$ cat src/rtl/conv_output_event_unpacker_pkg.sv
// Shared types for the conv output stream and the single-spike event unpacker.
// Optional feature macro: TIMESTEP_MARKER_EN (timestep-change marker events).
package conv_output_event_unpacker_pkg;

  localparam int OUT_CHANNELS  = 2;
  localparam int COORD_BITS    = 2;
  localparam int TIMESTEP_BITS = 8;
  localparam int CH_BITS       = (OUT_CHANNELS > 1) ? $clog2(OUT_CHANNELS) : 1;

  typedef logic [OUT_CHANNELS-1:0] spike_vector_out_t;

  typedef struct packed {
    logic [TIMESTEP_BITS-1:0] timestep;
    logic [COORD_BITS-1:0]    x;
    logic [COORD_BITS-1:0]    y;
    spike_vector_out_t        spikes;
  } output_vector_t;

  typedef struct packed {
    logic                     marker;
    logic [TIMESTEP_BITS-1:0] timestep;
    logic [COORD_BITS-1:0]    x;
    logic [COORD_BITS-1:0]    y;
    logic [CH_BITS-1:0]       channel;
  } unpacked_event_t;

  typedef enum logic [1:0] {
    IDLE = 2'd0,
    EMIT = 2'd1,
    MARK = 2'd2
  } unpacker_state_t;

endpackage

$ cat src/rtl/conv_output_event_unpacker_if.sv
// Packed-vector input stream and single-event output stream of the unpacker.
// master = side driving vectors in and taking events out; slave = the unpacker.
interface conv_output_event_unpacker_if;
  import conv_output_event_unpacker_pkg::*;

  logic            in_valid;
  logic            in_ready;
  output_vector_t  in_vec;
  logic            out_valid;
  logic            out_ready;
  unpacked_event_t out_event;

  modport master (
    output in_valid, in_vec, out_ready,
    input  in_ready, out_valid, out_event
  );

  modport slave (
    input  in_valid, in_vec, out_ready,
    output in_ready, out_valid, out_event
  );
endinterface

$ cat src/rtl/conv_output_event_unpacker_spike_priority_encoder.sv
// Combinational lowest-set-bit finder: pend -> {any, lowest_idx}.
module spike_priority_encoder #(
  parameter int OUT_CHANNELS = 2,
  parameter int IDX_BITS     = (OUT_CHANNELS > 1) ? $clog2(OUT_CHANNELS) : 1
) (
  input  logic [OUT_CHANNELS-1:0] pend,
  output logic                    any,
  output logic [IDX_BITS-1:0]     lowest_idx
);

  // Scan from the top down so the lowest set bit is the last one written.
  always_comb begin
    any        = |pend;
    lowest_idx = '0;
    for (int i = OUT_CHANNELS - 1; i >= 0; i--) begin
      if (pend[i]) lowest_idx = IDX_BITS'(i);
    end
  end

endmodule

$ cat src/rtl/conv_output_event_unpacker.sv
// Serialises one packed conv output vector into one event per set spike bit,
// channel 0 first. Build option: TIMESTEP_MARKER_EN inserts a marker event
// whenever an accepted vector carries a new timestep.
module conv_output_event_unpacker
  import conv_output_event_unpacker_pkg::*;
(
  input  logic                         clk,
  input  logic                         rst_n,
  conv_output_event_unpacker_if.slave  bus,
  output logic                         busy
);

  unpacker_state_t          state_reg, state_next;
  spike_vector_out_t        pend_reg, pend_next;
  logic [TIMESTEP_BITS-1:0] ts_reg, ts_next;
  logic [COORD_BITS-1:0]    x_reg, x_next;
  logic [COORD_BITS-1:0]    y_reg, y_next;
`ifdef TIMESTEP_MARKER_EN
  logic [TIMESTEP_BITS-1:0] prev_ts_reg, prev_ts_next;
`endif

  logic                     pend_any;
  logic [CH_BITS-1:0]       pend_idx;
  spike_vector_out_t        clear_mask;

  spike_priority_encoder #(
    .OUT_CHANNELS (OUT_CHANNELS),
    .IDX_BITS     (CH_BITS)
  ) u_enc (
    .pend       (pend_reg),
    .any        (pend_any),
    .lowest_idx (pend_idx)
  );

  assign clear_mask = spike_vector_out_t'(1) << pend_idx;

  // State and latched vector registers; reset drops any pending spikes.
  always_ff @(posedge clk or negedge rst_n) begin
    if (!rst_n) begin
      state_reg   <= IDLE;
      pend_reg    <= '0;
      ts_reg      <= '0;
      x_reg       <= '0;
      y_reg       <= '0;
`ifdef TIMESTEP_MARKER_EN
      prev_ts_reg <= '0;
`endif
    end else begin
      state_reg   <= state_next;
      pend_reg    <= pend_next;
      ts_reg      <= ts_next;
      x_reg       <= x_next;
      y_reg       <= y_next;
`ifdef TIMESTEP_MARKER_EN
      prev_ts_reg <= prev_ts_next;
`endif
    end
  end

  // Next-state logic: accept in IDLE, retire one spike bit per output handshake.
  always_comb begin
    state_next   = state_reg;
    pend_next    = pend_reg;
    ts_next      = ts_reg;
    x_next       = x_reg;
    y_next       = y_reg;
`ifdef TIMESTEP_MARKER_EN
    prev_ts_next = prev_ts_reg;
`endif
    case (state_reg)
      IDLE: begin
        if (bus.in_valid) begin
          ts_next   = bus.in_vec.timestep;
          x_next    = bus.in_vec.x;
          y_next    = bus.in_vec.y;
          pend_next = bus.in_vec.spikes;
`ifdef TIMESTEP_MARKER_EN
          prev_ts_next = bus.in_vec.timestep;
          if (bus.in_vec.timestep != prev_ts_reg) state_next = MARK;
          else if (|bus.in_vec.spikes)            state_next = EMIT;
`else
          if (|bus.in_vec.spikes) state_next = EMIT;
`endif
        end
      end
      EMIT: begin
        if (bus.out_ready) begin
          pend_next = pend_reg & ~clear_mask;
          if (pend_next == '0) state_next = IDLE;
        end
      end
`ifdef TIMESTEP_MARKER_EN
      MARK: begin
        if (bus.out_ready) state_next = pend_any ? EMIT : IDLE;
      end
`endif
      default: state_next = IDLE;
    endcase
  end

  // Outputs decode straight from state so an async reset clears them at once.
  always_comb begin
    bus.in_ready  = (state_reg == IDLE);
    bus.out_valid = (state_reg != IDLE);
    busy          = (state_reg != IDLE);
    bus.out_event = '0;
    case (state_reg)
      EMIT: begin
        bus.out_event.marker   = 1'b0;
        bus.out_event.timestep = ts_reg;
        bus.out_event.x        = x_reg;
        bus.out_event.y        = y_reg;
        bus.out_event.channel  = pend_idx;
      end
`ifdef TIMESTEP_MARKER_EN
      MARK: begin
        bus.out_event.marker   = 1'b1;
        bus.out_event.timestep = ts_reg;
      end
`endif
      default: bus.out_event = '0;
    endcase
  end

endmodule
$ cat src/flat_wrapper.sv
// flat-port wrapper written by rule: the top's interface ports become plain ports
module conv_output_event_unpacker_flat import conv_output_event_unpacker_pkg::*;
  (clk, rst_n, busy, bus_in_valid, bus_in_vec, bus_out_ready, bus_in_ready, bus_out_valid, bus_out_event);
  conv_output_event_unpacker_if bus_i ();
  input  logic clk;
  input  logic rst_n;
  output logic busy;
  input wire logic [$bits(bus_i.in_valid)-1:0] bus_in_valid;
  input wire logic [$bits(bus_i.in_vec)-1:0] bus_in_vec;
  input wire logic [$bits(bus_i.out_ready)-1:0] bus_out_ready;
  output wire logic [$bits(bus_i.in_ready)-1:0] bus_in_ready;
  output wire logic [$bits(bus_i.out_valid)-1:0] bus_out_valid;
  output wire logic [$bits(bus_i.out_event)-1:0] bus_out_event;
  assign bus_i.in_valid = bus_in_valid;
  assign bus_i.in_vec = bus_in_vec;
  assign bus_i.out_ready = bus_out_ready;
  assign bus_in_ready = bus_i.in_ready;
  assign bus_out_valid = bus_i.out_valid;
  assign bus_out_event = bus_i.out_event;
  conv_output_event_unpacker u_core (.clk(clk), .rst_n(rst_n), .bus(bus_i), .busy(busy));
endmodule
$ cat config.mk
export PLATFORM = sky130hd
export DESIGN_NAME = conv_output_event_unpacker_flat
export DESIGN_NICKNAME = d
export VERILOG_FILES = /design/src/rtl/conv_output_event_unpacker_pkg.sv /design/src/rtl/conv_output_event_unpacker_if.sv /design/src/rtl/conv_output_event_unpacker_spike_priority_encoder.sv /design/src/rtl/conv_output_event_unpacker.sv /design/src/flat_wrapper.sv
export SDC_FILE = /design/constraint.sdc
export NUM_CORES = 1
export LEC_CHECK = 0
export BUFFER_PORTS_ARGS = -buffer_cell sky130_fd_sc_hd__buf_2
export CORE_UTILIZATION = 40
export DETAILED_ROUTE_END_ITERATION = 16
export PLACE_DENSITY = 0.75
export SLEW_MARGIN = 25
export SYNTH_ARGS = -nofsm -noshare
export SYNTH_HDL_FRONTEND = slang
export SYNTH_SLANG_ARGS = --single-unit
$ cat constraint.sdc
create_clock -name clk -period 1.2 [get_ports clk]
set_input_delay 0.18 -clock clk [delete_from_list [all_inputs] [get_ports clk]]
set_output_delay 0.18 -clock clk [all_outputs]
set_load 0.02 [all_outputs]
# == Word-level counts from Yosys, hierarchy flattened ==
# Index checks and enable logic that the tools add are counted.
# classes
n_mux,11
n_reduce_logical,8
bitwise,2
shift,1
eq_ne,5
# op_table
cell,count
2-to-1 mux 13 bit,1
2-to-1 mux 2 bit,6
case mux 2 bit (2 select lines),2
zero test 2 bit,2
inequality test 2 x 1 -> 1 bit (second input constant),2
inequality test 2 bit (second input constant),2
AND reduction 4 bit,1
nonzero test 2 bit,2
AND reduction 3 bit,1
AND 2 bit,1
equality test 2 x 1 -> 1 bit (second input constant),1
2-to-1 mux 1 bit,2
NOT 2 bit,1
AND reduction 2 bit,1
OR reduction 2 bit,1
<< shifter 1 x 1 -> 2 bit (first input constant),1
# totals
out_inout_bits,17
register_bits,16
wordCells,32
in_bits,18

# == Logic depth before layout (Yosys ltp) ==
# Gate-level depths: netlist (run 1).
# logic_depth
ltp_word,9
mapped_depth,3

# == Cells and area by module ==
# A second synthesis (run 1) with hierarchy kept.
# hier_totals
hier_cells,62
hier_area_um2,782.0
# by_module_without_submodules
module,seq_area_each_um2,cells_each,area_per_inst_um2,instances
conv_output_event_unpacker,375.4,60,769.5,1
spike_priority_encoder,0.0,2,12.5,1

# == Worst setup path after synthesis (run 1) ==
# No wires, ideal clock.
# synth_path
path_kind,register -> register
start,register u_core.state_reg[0]
end,register u_core.ts_reg[1]
path_slack_ps,-98
period_less_slack_ps,1298
path_buffers,1
required_ps,1075
arrival_ps,1173
setup_time_ps,125
stages_incl_launch_ff,4
path_cell_list,dfrtp_1 -> nor2b_4 -> buf_12 -> mux2_4
# synth_between
elab_chain_len,2
# synth_rtl
element,line_no,text
"start, declared",conv_output_event_unpacker.sv:13,"unpacker_state_t state_reg, state_next;"
"start signal, assigned",conv_output_event_unpacker.sv:49,state_reg <= state_next;
zero test 2 bit,conv_output_event_unpacker.sv:70,case (state_reg)
AND reduction 2 bit (no line),-,
"end signal, assigned",conv_output_event_unpacker.sv:51,ts_reg <= ts_next;
"end, declared",conv_output_event_unpacker.sv:15,"logic [TIMESTEP_BITS-1:0] ts_reg, ts_next;"
# No other way between the ends.
# A chain may end at the register's enable or synchronous reset.

# == Final worst setup path (run 1) ==
# layout_path
start,register u_core.state_reg[0]
end,output port bus_out_event[1]
# layout_between
elab_chain_len,2
# layout_rtl
element,line_no,text
equality test 2 x 1 -> 1 bit,conv_output_event_unpacker.sv:107,case (state_reg)
2-to-1 mux 13 bit,conv_output_event_unpacker.sv:107,
"end, declared",flat_wrapper.sv:13,output wire logic [$bits(bus_i.out_event)-1:0] bus_out_event;
# No other way between the ends.

==> impl_metrics.toml, run 1 <==
[clock_tree]
cts_made_buffers = 3
cts.path.max_buffers = 2
root_buffer = "clkbuf_4"
cts.sinks = 15
cts_max_level = 1
cts_tree = "built"
clock_latency_ns = 0.28
path_clk_slew_ns = 0.09

[sta]
final-setup-viol-count = 27
fin_crit_sh_pct = 112
layout_min_cycle_time_ns = 1.35
slew_viol_final = 0
setup_tns_ns = -2.44
rsz0062_at_grt = "yes"
finClkSkew_ns = 0.00321
fin_ws_ns = -0.148
fmax_mhz = 742
hold_violations = 0

[placement]
dp_hpwl_mm = 1.03
portBuffers = 33
place.gp.congestion = 0.619

[logic_synthesis]
synth_top_area_share_pct = 49.5
synth_warnings = 0
synthTopCellsByArea = "dfrtp_1 50%, mux2_4 20%, and2_1 7.4%, mux2_2 4.5%, and2_2 3.0%"
netlist_top_cells_count = "15 x dfrtp_1, 10 x mux2_4, 9 x and2_1"
async_reset_ff_share_pct = 100
synth-seq-area-share_pct = 49.5
ys_types = 18
synth_edf_count = 0
synthCells = 56
synth_ff_type = "dfrtp_1"
syn_nets = 74
synth_top_area_cell = "dfrtp_1"
netlist_area_sq_um = 758
yosysMostFrequentCell = "dfrtp_1"
synth_seq_cells = 15
synth_area_per_cell_sq_um = 13.5

[finish]
nNetsFinal = 113
largest_register_ffs = 8
drive_gt1_share_pct = 62.8
area_delta_synth_final_pct = 34.3
antenna_cells = 0

[drt]
route.detailed.drc = 0
drt_wl_total_mm = 1.48
drtIter0Drc = 2
viasPerCell = 4.55
drt_first_pass_iters = 2
vias = 542
wl_per_cell_um = 12.4
postRouteAntennaNets = 0

[global_route]
grt_use_total_pct = 16.1
grt_pass1_vias = 509
grt_max_degree = 19
antenna_found_initial = 0
grt_pass1_wl_mm = 2.26
overflow = 0

[die]
io_pins = 35
design.core.area_sq_um = 1750
rows = 15
initial_core_util_pct = 43.4
die_h_um = 45.5
fp.dieW_um = 45.5
die-area_sq_um = 2070

[run_status]
outcome = "finished, violations left"
violations = "negative setup slack"

[critical_path]
crit_arrival_ns = 1.17
critPathLaunchType = "flip-flop"
setup.worst_path.start = "u_core.state_reg[0]$_DFFE_PN0P_"
critical_path.max_stage_delay_ns = 0.42
path_cells = "buf_6 > and2_2 > buf_2"
cp_max_fo = 18
critPathSlowestCell = "dfrtp_2"
crit_required_ns = 1.02
end_kind = "output port"
rr_startpoint = "u_core.state_reg[0]$_DFFE_PN0P_"
crit_type = "reg2out"

[min_path]
min_from = "bus_in_vec[8]"
hp-class = "in2reg"

[power]
p_leak_nw = 0.541
p_int_w = 0.00111
power_w = 0.00166
clkPwrFrac_pct = 17.6
netSwitchingPower_w = 0.000549
p_per_area_nw_per_um2 = 1630
vdd_drop_max_uv = 895
seqPwrFrac_pct = 42.0
netSwitchingFraction_pct = 33.1
p_comb_share_pct = 40.4

[job]
drv_cap = 0
[stage by stage]
stage	worst slack [ns]	utilization [%]	hold WS [ns]	std cells	cell area [sq um]
2_1_floorplan	-0.0385	-	-0.116	56	759
3_3_place_gp	0.0595	54.6	0.0930	113	952
3_5_place_dp	0.0403	54.6	0.106	113	952
4_1_cts	-0.162	58.4	0.112	119	1020
5_1_grt	-0.200	58.4	0.0959	119	1020
6_report	-0.148	58.4	0.120	119	1020
[routing by layer]
metal  GRT usage [%]  wire length, um  vias to the layer above
met2            25.7              754                       22
met1            18.8              625                      260
met3            6.35               90                        2
met5               0                0                        -
met4            7.27               10                        0
li1                -                -                      258
[worst paths after layout]
kind,slack [ns],depth (start not counted),end
min in group asynchronous,0.32,2,u_core.ts_reg[3]$_DFFE_PN0P_
hold / removal,0.12,2,u_core.ts_reg[2]$_DFFE_PN0P_
setup reg to reg,-0.06,4,u_core.ts_reg[7]$_DFFE_PN0P_
setup / recovery,-0.15,3,bus_out_event[1]
hold reg to reg,0.51,1,u_core.ts_reg[3]$_DFFE_PN0P_
max in group asynchronous,0.60,2,u_core.state_reg[0]$_DFFE_PN0P_
[power by group through the flow]
| stage | Combinational (W) | Clock, W | Sequential [W] |
|---|---|---|---|
| global route | 0.000719 | 0.000329 | 0.000711 |
| floorplan | 0.000450 | 0 | 0.000700 |
| detailed placement | 0.000634 | 0 | 0.000703 |
| finish | 0.000670 | 0.000292 | 0.000696 |
| CTS | 0.000678 | 0.000303 | 0.000695 |
| global placement | 0.000622 | 0 | 0.000699 |
[final cells by class]
class | instances | area, sq um
repair buffers | 38 | 228
multi-input cells | 36 | 352
clock inverters | 1 | 5.00
clock buffers | 3 | 22.5
inverters | 1 | 3.75
well taps | 25 | 31.3
flip-flops and latches | 15 | 377
fillers | 168 | 727
[worst max-delay path: cells and delay by family, from the launching register on]
| family | cells | cell delay, ns |
|---|---|---|
| simple gates | 1 | 0.16 |
| flops | 1 | 0.42 |
| buf+inv | 2 | 0.30 |
[cells by family (layout without fill, tap and decap cells)]
group                  Yosys count  count (layout)  synth area share, %
and+or+nand+nor                 16              16                 14.0
DFF                             15              15                 49.5
muxes                           15              15                 26.9
other                            1               1                0.495
buffers and inverters            5              43                 5.61
AOI/OAI and AO/OA                4               4                 3.46
[layout by cell type (no fill, tap or decap), types with 2 or more instances in the layout]
cell,instances
a21boi_0,2
and2_1,9
and2_2,3
buf_2,32
buf_4,2
buf_6,2
clkbuf_4,3
dfrtp_1,14
mux2_4,13
mux2i_1,2
[timing repair]
| item | in CTS | in global routing |
|---|---|---|
| hold endpoints to repair | 15 | 0 |
| buffers inserted | 1 | 0 |
| gates resized for setup | 6 | 0 |
| hold buffers | 1 | 0 |
| setup endpoints to repair | 16 | 29 |
| cloned | 0 | 0 |
Note: power is estimated with default switching activity, not from simulation.
==> run 2, diff against run 1 <==
--- a/config.mk
+++ b/config.mk
@@ -6,9 +6,11 @@
 export NUM_CORES = 1
 export LEC_CHECK = 0
 export BUFFER_PORTS_ARGS = -buffer_cell sky130_fd_sc_hd__buf_2
-export CORE_UTILIZATION = 40
+export CORE_UTILIZATION = 44
+export CTS_CLUSTER_DIAMETER = 120
 export DETAILED_ROUTE_END_ITERATION = 16
-export PLACE_DENSITY = 0.75
+export PLACE_DENSITY = 0.78
+export SETUP_SLACK_MARGIN = 0.4
 export SLEW_MARGIN = 25
 export SYNTH_ARGS = -nofsm -noshare
 export SYNTH_HDL_FRONTEND = slang
==> constraint.sdc (replaced) <==
create_clock -name clk -period 1.65 [get_ports clk]
set_input_delay 0.2475 -clock clk [delete_from_list [all_inputs] [get_ports clk]]
set_output_delay 0.2475 -clock clk [all_outputs]
set_load 0.02 [all_outputs]
==> run 2 against run 1 <==
Largest power group is now combinational logic. Worst hold slack improved by 0.065 ns. The run ends with design-rule violations left. Critical endpoint is now bus_out_event[8]. Largest cell class is now non-clock buffers. Combinational power rose by 4.5%. Clock-buffer cell count rose by 1.
==> impl_metrics.toml, run 2 (synthesis gave the netlist of run 1 again) <==
[global_route]
grt_max_degree = 19
antenna_found_initial = 0
overflow = 0
grt_pass1_vias = 522
grt_pass1_wl_mm = 2.28
grt_use_total_pct = 16.4

[min_path]
min_from = "bus_in_vec[13]"
hp-class = "in2reg"

[critical_path]
crit_arrival_ns = 1.20
crit_type = "reg2out"
end_kind = "output port"
critPathLaunchType = "flip-flop"
crit_required_ns = 1.40
rr_startpoint = "u_core.state_reg[0]$_DFFE_PN0P_"
setup.worst_path.start = "u_core.state_reg[0]$_DFFE_PN0P_"
cp_max_fo = 5

[drt]
viasPerCell = 5.09
wl_per_cell_um = 16.5
drtIter0Drc = 12
drt_wl_total_mm = 1.88
postRouteAntennaNets = 0
vias = 580
drt_first_pass_iters = 10
route.detailed.drc = 2

[finish]
final_common_cell = "buf_6"
layout_common_cells = "18 x buf_6, 17 x buf_2, 14 x dfrtp_1"
final_util_pct = 77.4
area_delta_synth_final_pct = 59.1
largest_register_ffs = 8
drive_gt1_share_pct = 74.5
antenna_cells = 0
fillers = 99
nNetsFinal = 117

[clock_tree]
path_clk_slew_ns = 0.10
cts_tree = "built"
cts.path.max_buffers = 2
cts.sinks = 15
root_buffer = "clkbuf_4"
cts_max_level = 1
clock_latency_ns = 0.28
cts_made_buffers = 3

[die]
die-area_sq_um = 1890
die_h_um = 43.5
initial_core_util_pct = 48.6
design.core.area_sq_um = 1560
fp.dieW_um = 43.5
rows = 14
io_pins = 35

[run_status]
outcome = "finished, violations left"
violations = "design-rule violations"

[sta]
fmax_mhz = 690
fin_ws_ns = 0.201
finClkSkew_ns = 0.0131
layout_min_cycle_time_ns = 1.45
final-setup-viol-count = 0
slew_viol_final = 0
rsz0062_at_grt = "yes"
hold_violations = 0
fin_crit_sh_pct = 87.8
setup_tns_ns = 0

[placement]
dp_slack_ns = 0.305
dp_hpwl_um = 955
place.gp.congestion = 0.690
portBuffers = 33

[power]
power_w = 0.00145
vdd_drop_max_uv = 638
p_leak_nw = 0.612
p_per_area_nw_per_um2 = 1200

[job]
drv_cap = 0
## run 2: changes by cell type in the layout (fill, tap and decap cells not counted), sizes merged
cell    previous run  this run
clkinv             1         0
buf               37        39
clkbuf             3         6
## run 2: final timing paths
check / endpoint / cells past startpoint / slack [ns]
max in group asynchronous: u_core.state_reg[0]$_DFFE_PN0P_ / 2 / 0.96
min reg2reg: u_core.ts_reg[0]$_DFFE_PN0P_ / 1 / 0.52
max reg2reg: u_core.x_reg[1]$_DFFE_PN0P_ / 4 / 0.24
min in group asynchronous: u_core.ts_reg[6]$_DFFE_PN0P_ / 2 / 0.43
min: u_core.ts_reg[7]$_DFFE_PN0P_ / 2 / 0.19
max: bus_out_event[8] / 3 / 0.20
## run 2: layout make-up
type | instances | area [sq um] | area share [%]
clock buffers | 4 | 26.3 | 2.18
inverters | 1 | 3.75 | 0.311
multi-input cells | 36 | 382 | 31.6
flip-flops and latches | 15 | 377 | 31.2
well taps | 16 | 20.0 | 1.66
repair buffers | 42 | 398 | 33.0
## run 2: routing by layer
layer	part of all wire [%]	global-route usage, %	vias up	wire [um]
met2	56	27.3	18	1060
met5	0	0	-	0
li1	-	-	269	-
met4	0	7.50	0	0
met1	41	21.2	293	769
met3	2.9	2.50	0	55
## run 2: per-stage QoR
step / instance area [sq um] / hold slack, ns / std cells
3_5_place_dp: 913 / 0.172 / 102
5_1_grt: 1210 / 0.193 / 114
3_3_place_gp: 913 / 0.163 / 102
6_report: 1210 / 0.185 / 114
4_1_cts: 998 / 0.192 / 110
2_1_floorplan: 759 / -0.0481 / 56
## run 2: timing repair
item                                    4_1_cts  5_1_grt
setup buffers                                 3        1
pin swaps                                     0        1
hold endpoints to repair                     15        0
endpoints found under the setup margin       29       29
hold buffers                                  1        0
cloned                                        0        3
gates resized for setup                       4       47
## run 2: power by group
part	total (W)	switching (W)	internal [W]	leakage [nW]
Clock	0.000212	0.000119	0.0000937	0.0150
Sequential	0.000534	0.0000765	0.000457	0.176
Combinational	0.000700	0.000267	0.000433	0.421
## run 2: worst max-delay path, cell delays in order (launching register included)
cell,delay (ns)
dfrtp_2,0.49
clkbuf_16,0.18
and2_4,0.13
buf_6,0.12
==> run 3, diff against run 2 <==
--- a/config.mk
+++ b/config.mk
@@ -6,10 +6,12 @@
 export NUM_CORES = 1
 export LEC_CHECK = 0
 export BUFFER_PORTS_ARGS = -buffer_cell sky130_fd_sc_hd__buf_2
-export CORE_UTILIZATION = 44
+export CELL_PAD_IN_SITES_DETAIL_PLACEMENT = 0
+export CELL_PAD_IN_SITES_GLOBAL_PLACEMENT = 1
+export CORE_UTILIZATION = 37
 export CTS_CLUSTER_DIAMETER = 120
 export DETAILED_ROUTE_END_ITERATION = 16
-export PLACE_DENSITY = 0.78
+export PLACE_DENSITY = 0.84
 export SETUP_SLACK_MARGIN = 0.4
 export SLEW_MARGIN = 25
 export SYNTH_ARGS = -nofsm -noshare
==> run 3 against run 2 <==
Critical path type is now reg2reg. Sequential share of layout area up 0.83 points. Highest routed layer is now met4. Worst setup slack better by 0.036 ns. Power down 3.9%. Wire length down 14%. Critical endpoint is now u_core.ts_reg[3]$_DFFE_PN0P_. Largest cell class is now multi-input gates. Core utilization down 17 points. The flow now finishes without violations. Largest power group unchanged.
==> impl_metrics.toml, run 3 (synthesis gave the netlist of run 1 again) <==
[critical_path]
cp_max_fo = 8
setup.worst_path.start = "u_core.state_reg[0]$_DFFE_PN0P_"
reg2regPathDepth = 5
rr_startpoint = "u_core.state_reg[0]$_DFFE_PN0P_"
r2r_slack_ns = 0.24
end_kind = "flip-flop"
crit_arrival_ns = 1.58
crit_required_ns = 1.82
crit_type = "reg2reg"
critPathLaunchType = "flip-flop"
cp-endpoint = "u_core.ts_reg[3]$_DFFE_PN0P_"
reg2reg_to = "u_core.ts_reg[3]$_DFFE_PN0P_"

[drt]
route.detailed.drc = 0
drt_first_pass_iters = 3
viasPerCell = 4.47
vias = 554
postRouteAntennaNets = 0
drtIter0Drc = 1
drt_wl_total_mm = 1.62
wl_per_cell_um = 13.1

[clock_tree]
root_buffer = "clkbuf_4"
cts_made_buffers = 3
cts_tree = "built"
cts.path.max_buffers = 2
clock_latency_ns = 0.28
path_clk_slew_ns = 0.09
cts_max_level = 1
cts.sinks = 15

[placement]
place.gp.congestion = 0.604
portBuffers = 33
dp_hpwl_mm = 1.01

[power]
p_per_area_nw_per_um2 = 1180
p_leak_nw = 0.597
vdd_drop_max_uv = 814

[die]
die_h_um = 47.3
die-area_sq_um = 2230
rows = 16
fp.dieW_um = 47.3
design.core.area_sq_um = 1940
initial_core_util_pct = 39.0
io_pins = 35

[sta]
rsz0062_at_grt = "yes"
final-setup-viol-count = 0
setup_tns_ns = 0
finClkSkew_ns = 0.00476
layout_min_cycle_time_ns = 1.41
holdWs_ns = 0.195
fin_crit_sh_pct = 85.7
hold_violations = 0
fmax_mhz = 708
slew_viol_final = 0

[min_path]
hp-class = "in2reg"

[global_route]
grt_pass1_wl_mm = 2.12
grt_max_degree = 16
antenna_found_initial = 0
grt_use_total_pct = 14.0
overflow = 0
grt_pass1_vias = 488

[finish]
largest_register_ffs = 8
final_common_cell = "buf_6"
area_delta_synth_final_pct = 55.0
fillers = 179
layout_common_cells = "19 x buf_6, 18 x buf_2, 14 x dfrtp_1"
antenna_cells = 0
drive_gt1_share_pct = 74.2
nNetsFinal = 116
final_util_pct = 60.5

[run_status]
outcome = "finished, final reports clean"

[job]
drv_cap = 0
-- run 3: changes by cell type in the layout (fill, tap and decap cells not counted) --
cell,delta
and2_4,-1
buf_2,+1
and2_1,+1
mux2_2,-3
buf_12,-1
clkbuf_16,-2
inv_2,+1
mux2_4,+3
inv_1,-1
buf_6,+1
-- run 3: timing repair --
| item | 4_1_cts | 5_1_grt |
|---|---|---|
| cloned | 0 | 2 |
| buffers inserted | 3 | 0 |
| endpoints found under the setup margin | 29 | 29 |
| endpoints found under the hold margin | 15 | 0 |
| pin swaps | 0 | 1 |
| hold buffers | 1 | 0 |
| resized for setup | 10 | 48 |
-- run 3: layer usage --
metal	GRT usage, %	wire length, um	vias to the layer above
li1	-	-	266
met1	19.1	695	265
met4	3.43	9	0
met5	0	0	-
met2	20.5	811	21
met3	5.77	108	2
-- run 3: area by class of cell --
cell class	instances	area (sq um)	share of cell area [%]
well taps	27	33.8	2.88
clock buffers	4	26.3	2.24
repair buffers	41	344	29.3
flip-flops and latches	15	377	32.1
multi-input cells	36	390	33.2
inverters	1	3.75	0.319
-- run 3: critical path, stage by stage, from the launching register on --
cell and delay (ns):
dfrtp_2 0.45, buf_6 0.15, buf_6 0.11, nor2b_4 0.13
buf_8 0.16, mux2_4 0.31
-- run 3: worst min path at each step --
stage               slack, ns          start  cells after the start                              to
floorplan               -0.05          rst_n                      0  u_core.pend_reg[0]$_DFFE_PN0P_
global placement         0.17          rst_n                      1  u_core.pend_reg[0]$_DFFE_PN0P_
detailed placement       0.17          rst_n                      1     u_core.y_reg[0]$_DFFE_PN0P_
CTS                      0.19  bus_in_vec[5]                      2     u_core.x_reg[1]$_DFFE_PN0P_
global route             0.19  bus_in_vec[7]                      2    u_core.ts_reg[1]$_DFFE_PN0P_
finish                   0.19  bus_in_vec[6]                      2    u_core.ts_reg[0]$_DFFE_PN0P_
-- run 3: metrics by stage --
| stage | std cells | setup slack [ns] | instance area (sq um) | total power, W |
|---|---|---|---|---|
| 5_1_grt | 124 | 0.200 | 1170 | 0.00147 |
| 4_1_cts | 122 | 0.248 | 1020 | 0.00121 |
| 3_5_place_dp | 114 | 0.346 | 935 | 0.000955 |
| 2_1_floorplan | 56 | 0.411 | 759 | 0.000836 |
| 3_3_place_gp | 114 | 0.376 | 935 | 0.000947 |
| 6_report | 124 | 0.237 | 1170 | 0.00139 |
-- run 3: power by group --
group	internal (W)	switching, W	leakage, nW
clock	0.0000937	0.000109	0.0150
sequential	0.000458	0.0000678	0.176
combinational	0.000402	0.000260	0.406
total	0.000953	0.000437	0.597
